`src/rtl/demux_1x16_using_1x4_pkg.sv`:
```
// ---------------------------------------------------------------------------
// demux_1x16_using_1x4_pkg
//
// Purpose:
//   Shared sizing constants for the hierarchical 1-to-16 demultiplexer.
//   The top level and its 1-to-4 building block both import this package,
//   so the lane count and select width are defined in one place.
//
// Contents:
//   N_OUT   number of output lanes on the full demux (16)
//   SEL_W   width of the full lane select (4)
//   FANOUT  lanes produced by one 1-to-4 cell (4)
//   CELL_W  select bits consumed by one 1-to-4 cell (2)
// ---------------------------------------------------------------------------
package demux_1x16_using_1x4_pkg;

    localparam int N_OUT  = 16;
    localparam int SEL_W  = 4;
    localparam int FANOUT = 4;
    localparam int CELL_W = 2;

endpackage : demux_1x16_using_1x4_pkg

```
`src/rtl/demux_1x16_using_1x4_demux_1x4.sv`:
```
// ---------------------------------------------------------------------------
// demux_1x4
//
// Purpose:
//   Purely combinational 1-to-4 demultiplexer cell. The data input is copied
//   onto the lane picked by sel; every other lane is driven to zero.
//
// Ports:
//   din  in   DATA_W           data to be routed
//   sel  in   CELL_W           lane select, 0..3
//   y    out  FANOUT*DATA_W    lane j = y[j*DATA_W +: DATA_W]
// ---------------------------------------------------------------------------
module demux_1x4
    import demux_1x16_using_1x4_pkg::*;
#(
    parameter int DATA_W = 1
) (
    input  logic [DATA_W-1:0]        din,
    input  logic [CELL_W-1:0]        sel,
    output logic [FANOUT*DATA_W-1:0] y
);

    // Start from an all-zero bus so only the selected lane ever carries
    // data; the loop then drops din into the one matching slot.
    always_comb begin
        y = '0;
        for (int j = 0; j < FANOUT; j++) begin
            if (sel == CELL_W'(j)) begin
                y[j*DATA_W +: DATA_W] = din;
            end
        end
    end

endmodule : demux_1x4

```
`src/rtl/demux_1x16_using_1x4.sv`:
```
// ---------------------------------------------------------------------------
// demux_1x16_using_1x4
//
// Purpose:
//   Registered 1-to-16 demultiplexer built from a tree of five 1-to-4 cells.
//   The upper select bits pick one of four groups, the lower select bits
//   pick the lane within that group. The decoded bus is registered once so
//   downstream logic sees a clean, glitch-free output one cycle after
//   din/sel are presented.
//
// Ports:
//   clk   in   1              rising-edge clock
//   rst   in   1              synchronous, active-high reset (clears y)
//   din   in   DATA_W         data to be routed
//   sel   in   SEL_W          lane select, 0..15
//   y     out  N_OUT*DATA_W   lane k = y[k*DATA_W +: DATA_W]; registered
// ---------------------------------------------------------------------------
module demux_1x16_using_1x4
    import demux_1x16_using_1x4_pkg::*;
#(
    parameter int DATA_W = 1
) (
    input  logic                    clk,
    input  logic                    rst,
    input  logic [DATA_W-1:0]       din,
    input  logic [SEL_W-1:0]        sel,
    output logic [N_OUT*DATA_W-1:0] y
);

    logic [FANOUT*DATA_W-1:0] groupBus;
    logic [N_OUT*DATA_W-1:0]  laneBus;
    logic [N_OUT*DATA_W-1:0]  y_d;
    logic [N_OUT*DATA_W-1:0]  y_q;

    // First stage: the two high select bits choose which group of four
    // lanes receives the data.
    demux_1x4 #(
        .DATA_W (DATA_W)
    ) u_stage1 (
        .din (din),
        .sel (sel[SEL_W-1:CELL_W]),
        .y   (groupBus)
    );

    // Second stage: each group output is split again by the two low select
    // bits, so group i feeds lanes 4*i .. 4*i+3. Groups that did not get
    // the data carry zero and therefore produce all-zero lanes.
    for (genvar i = 0; i < FANOUT; i++) begin : g_stage2
        demux_1x4 #(
            .DATA_W (DATA_W)
        ) u_stage2 (
            .din (groupBus[i*DATA_W +: DATA_W]),
            .sel (sel[CELL_W-1:0]),
            .y   (laneBus[i*FANOUT*DATA_W +: FANOUT*DATA_W])
        );
    end

    // Next-state of the output register is simply the decoded lane bus.
    always_comb begin
        y_d = laneBus;
    end

    // Output register: reset wins over any din/sel, otherwise capture the
    // freshly decoded lanes. din and sel are sampled on the same edge, so a
    // simultaneous change can never produce a mixed result.
    always_ff @(posedge clk) begin
        if (rst) begin
            y_q <= '0;
        end else begin
            y_q <= y_d;
        end
    end

    assign y = y_q;

endmodule : demux_1x16_using_1x4

```
`config.mk`:
```
export PLATFORM = sky130hd
export DESIGN_NAME = demux_1x16_using_1x4
export DESIGN_NICKNAME = d
export VERILOG_FILES = /design/src/rtl/demux_1x16_using_1x4_pkg.sv /design/src/rtl/demux_1x16_using_1x4_demux_1x4.sv /design/src/rtl/demux_1x16_using_1x4.sv
export SDC_FILE = /design/constraint.sdc
export NUM_CORES = 1
export LEC_CHECK = 0
export CAP_MARGIN = 20
export CORE_AREA = 4 4 41 43
export CTS_CLUSTER_SIZE = 12
export DETAILED_ROUTE_END_ITERATION = 16
export DIE_AREA = 0 0 45 47
export PLACE_DENSITY = 0.69
export RECOVER_POWER = 100
export SLEW_MARGIN = 10
export SYNTH_ARGS = -nofsm -noshare
export SYNTH_HDL_FRONTEND = slang
export SYNTH_SLANG_ARGS = --single-unit
```
`constraint.sdc`:
```
create_clock -name clk -period 1.4 [get_ports clk]
set_clock_uncertainty 0.2 [all_clocks]
set_input_delay 0.14 -clock clk [delete_from_list [all_inputs] [get_ports clk]]
set_output_delay 0.14 -clock clk [all_outputs]
set_load 0.03 [all_outputs]
```
==> flow_summary.rst <==
.. list-table::
   :header-rows: 1

   * - Metric
     - Value
   * - Cell types with the largest area share after synthesis
     - sky130_fd_sc_hd__dfxtp_1, sky130_fd_sc_hd__nor2_1, sky130_fd_sc_hd__nand4bb_1
   * - Number of inserted filler cells in the final layout
     - 135
   * - Type of the most critical hold path
     - input port to register
   * - Port buffer count
     - 22
   * - I/O pin cnt
     - 23
   * - Biggest cell delay along the critical path
     - 0.39 ns
   * - Maximum clock frequency
     - 747 MHz
   * - M1 WL
     - 400 microns
   * - Flip-flop count of the largest register, all copies and words added
     - 16
   * - Area share of xor/xnor cells in the synthesized design
     - 0%
   * - Largest area contributor in the synthesized netlist
     - sky130_fd_sc_hd__dfxtp_1
   * - Final worst-path setup slack
     - 0.0615 ns
   * - Total core area
     - 1300 sq um
   * - Slew of the pin with the lowest slew margin
     - 0.322 ns
   * - Mean cell area of the mapped netlist
     - 11.4 sq um
   * - Crit path DAT
     - 1.00 ns
   * - 1st-pass router iterations
     - 4
   * - Count of nets left with antenna violations after detail routing
     - 0
   * - Kind of start point of the critical path
     - register
   * - Initial Util
     - 34.0%
   * - Hold path start
     - sel[1]
   * - Routed via count
     - 383
   * - Number of hold violations in the final report
     - 0
   * - Per-cell via count in the routed design
     - 4.45
   * - Type of the setup path with the least slack
     - register to primary output
   * - Highest routed metal layer
     - met4
   * - Relative area change from synthesis to final layout
     - 67.5%
   * - Area fraction of the dominant cell type after synthesis
     - 72.3%
   * - Area fraction in compound gates after synthesis
     - 0%
   * - Area enclosed by the die boundary
     - 2120 sq um
   * - Adder-cell area share of the yosys netlist
     - 0%
   * - TritonCTS buffer count
     - 3
   * - Final period utilization
     - 95.6%
   * - Final slew viol count
     - 0
   * - CTS Sinks
     - 16
   * - Source of the critical timing path
     - y[15]
   * - Critical path cell sequence
     - dlygate4sd2_1
   * - Overflow after GRT
     - 0
   * - Syn nets
     - 46
   * - Longest Clk Path Bufs
     - 2
   * - Pwr dens
     - 1110 nW/um^2
   * - HPWL after detailed placement
     - 769 microns
   * - # diodes
     - 0
   * - Remaining routing DRC violations
     - 0
   * - Peak ir drop on the vdd network
     - 543 uV
   * - Avg WL per Cell
     - 11.4 microns
   * - Critical path buffer and inverter count
     - 1
   * - TritonCTS clock tree
     - built
   * - Kind of end point of the critical path
     - primary output
   * - Finish-stage setup viols
     - 0
   * - Share of post-route cells with drive strength above 1
     - 12.7%
   * - Combinational family with the most area after synthesis
     - simple AND/OR/NAND/NOR gates
   * - Post-Syn Area
     - 443 sq um
   * - Remaining max-slew budget at the tightest pin
     - 78.6%
   * - Number of global-route vias before repair
     - 418
   * - Antenna violations before repair
     - 0
   * - Master cell of the clock root buffer
     - sky130_fd_sc_hd__clkbuf_4
   * - Portion of netlist area occupied by mux cells
     - 0%
   * - Simple-gate area share of the yosys netlist
     - 27.7%
   * - Post-synthesis sequential area ratio
     - 72.3%
   * - Clock-pin slew reported for the worst setup and hold paths after clock tree synthesis
     - 0.10 ns
   * - LEAKAGE
     - 0.000354 uW
   * - Kind of cell adding the most delay to the critical path
     - buffers and inverters
   * - DRC marker count from the first detailed-route iteration
     - 6
   * - DIE WIDTH
     - 45 microns
   * - Maximum number of pins on one net before global-route repair
     - 10
   * - First-pass GRT wire length
     - 1750 microns
   * - Slowest cell on crit path
     - sky130_fd_sc_hd__dlygate4sd2_1
   * - Routed length on met2
     - 459 microns
   * - RSZ-0062 raised after global routing
     - no
   * - Final RePlAce weighted congestion
     - 0.738
   * - Max Cap Viol
     - 0
   * - Overall Global Routing Usage
     - 11.5%
   * - Die Y
     - 47 microns
   * - Maximum level of the CTS H-tree
     - 1
   * - Routed wl met3
     - 102 microns
   * - Unique cell type count in the Yosys netlist
     - 8
   * - Count of warnings emitted by yosys
     - 0
   * - Total wire length after detailed routing
     - 977 microns
   * - Syn Inst Count
     - 39
   * - Number of cell rows
     - 13
   * - Power Total
     - 824 uW
   * - Largest fanout on the critical path
     - 1
   * - Post-layout minimum cycle time
     - 1.34 ns
   * - Status
     - finished, final reports clean
   * - Synthesis-stage register bit count
     - 16
   * - Total number of nets in the final design
     - 79
   * - Worst Setup Slack post-DPL
     - -0.200 ns
   * - Required time of the critical path
     - 1.06 ns
[synth_stat cells]
library cell                number
sky130_fd_sc_hd__dfxtp_1        16
sky130_fd_sc_hd__nand2_1         1
sky130_fd_sc_hd__nand2b_1        2
sky130_fd_sc_hd__nand4b_1        1
sky130_fd_sc_hd__nand4bb_1       2
sky130_fd_sc_hd__nor2_1         12
sky130_fd_sc_hd__nor3_1          4
sky130_fd_sc_hd__or4b_1          1
[through the flow]
step	hold WS, ns	util [%]	std cells	instance area (sq um)	TNS [ns]
after floorplan	0.0168	-	39	443	0
after global placement	0.647	55.9	82	727	-0.736
after global routing	0.409	57.0	86	742	0
final	0.342	57.0	86	742	0
after CTS	0.343	57.1	86	743	0
after detailed placement	0.639	55.9	82	727	-0.933
[layer usage]
metal,vias up,GRT usage (%)
li1,192,-
met1,170,14.4
met2,19,17.2
met3,2,4.21
met4,0,5.85
met5,-,0
[report_power, final]
part / total [uW] / switching (uW) / internal [uW] / leakage (uW)
Sequential: 460 / 1.04 / 459 / 0.000129
Combinational: 66.7 / 31.9 / 34.8 / 0.000204
Clock: 297 / 139 / 158 / 0.0000210
Total: 824 / 172 / 652 / 0.000354
[timing repair]
item                       4_1_cts  5_1_grt
setup buffers                    0        0
resized for setup               16        2
pin swaps                        0        0
setup endpoints to repair       16        2
hold buffers                     0        0
gates cloned                     0        0
[path summary, 6_finish.rpt]
path  endpoint  slack [ns]  depth (start not counted)
max      y[15]        0.06                          1
min       y[3]        0.34                          3
[cell families after synthesis]
| group | after synthesis |
|---|---|
| AND/OR/NAND/NOR | 23 |
| flip-flops | 16 |
[cell type report]
class	count	area [sq um]	area share, %
multi-input cells	23	123	16.5
repair buffers	28	244	32.9
well taps	15	18.8	2.53
flip-flops and latches	16	320	43.2
clock buffers	4	36.3	4.89
[layout by cell type (no fill, tap or decap)]
master,count
sky130_fd_sc_hd__clkbuf_8,1
sky130_fd_sc_hd__buf_4,4
sky130_fd_sc_hd__clkbuf_1,1
sky130_fd_sc_hd__dlygate4sd2_1,14
sky130_fd_sc_hd__clkdlybuf4s50_1,6
sky130_fd_sc_hd__nor2_1,12
sky130_fd_sc_hd__nand4b_1,1
sky130_fd_sc_hd__or4b_1,1
sky130_fd_sc_hd__clkbuf_4,4
sky130_fd_sc_hd__nand2_1,1
sky130_fd_sc_hd__dfxtp_1,16
sky130_fd_sc_hd__nor3_1,4
sky130_fd_sc_hd__nand4bb_1,2
sky130_fd_sc_hd__nand2b_1,2
sky130_fd_sc_hd__clkdlybuf4s15_1,2
(Power assumes the default switching activity.)
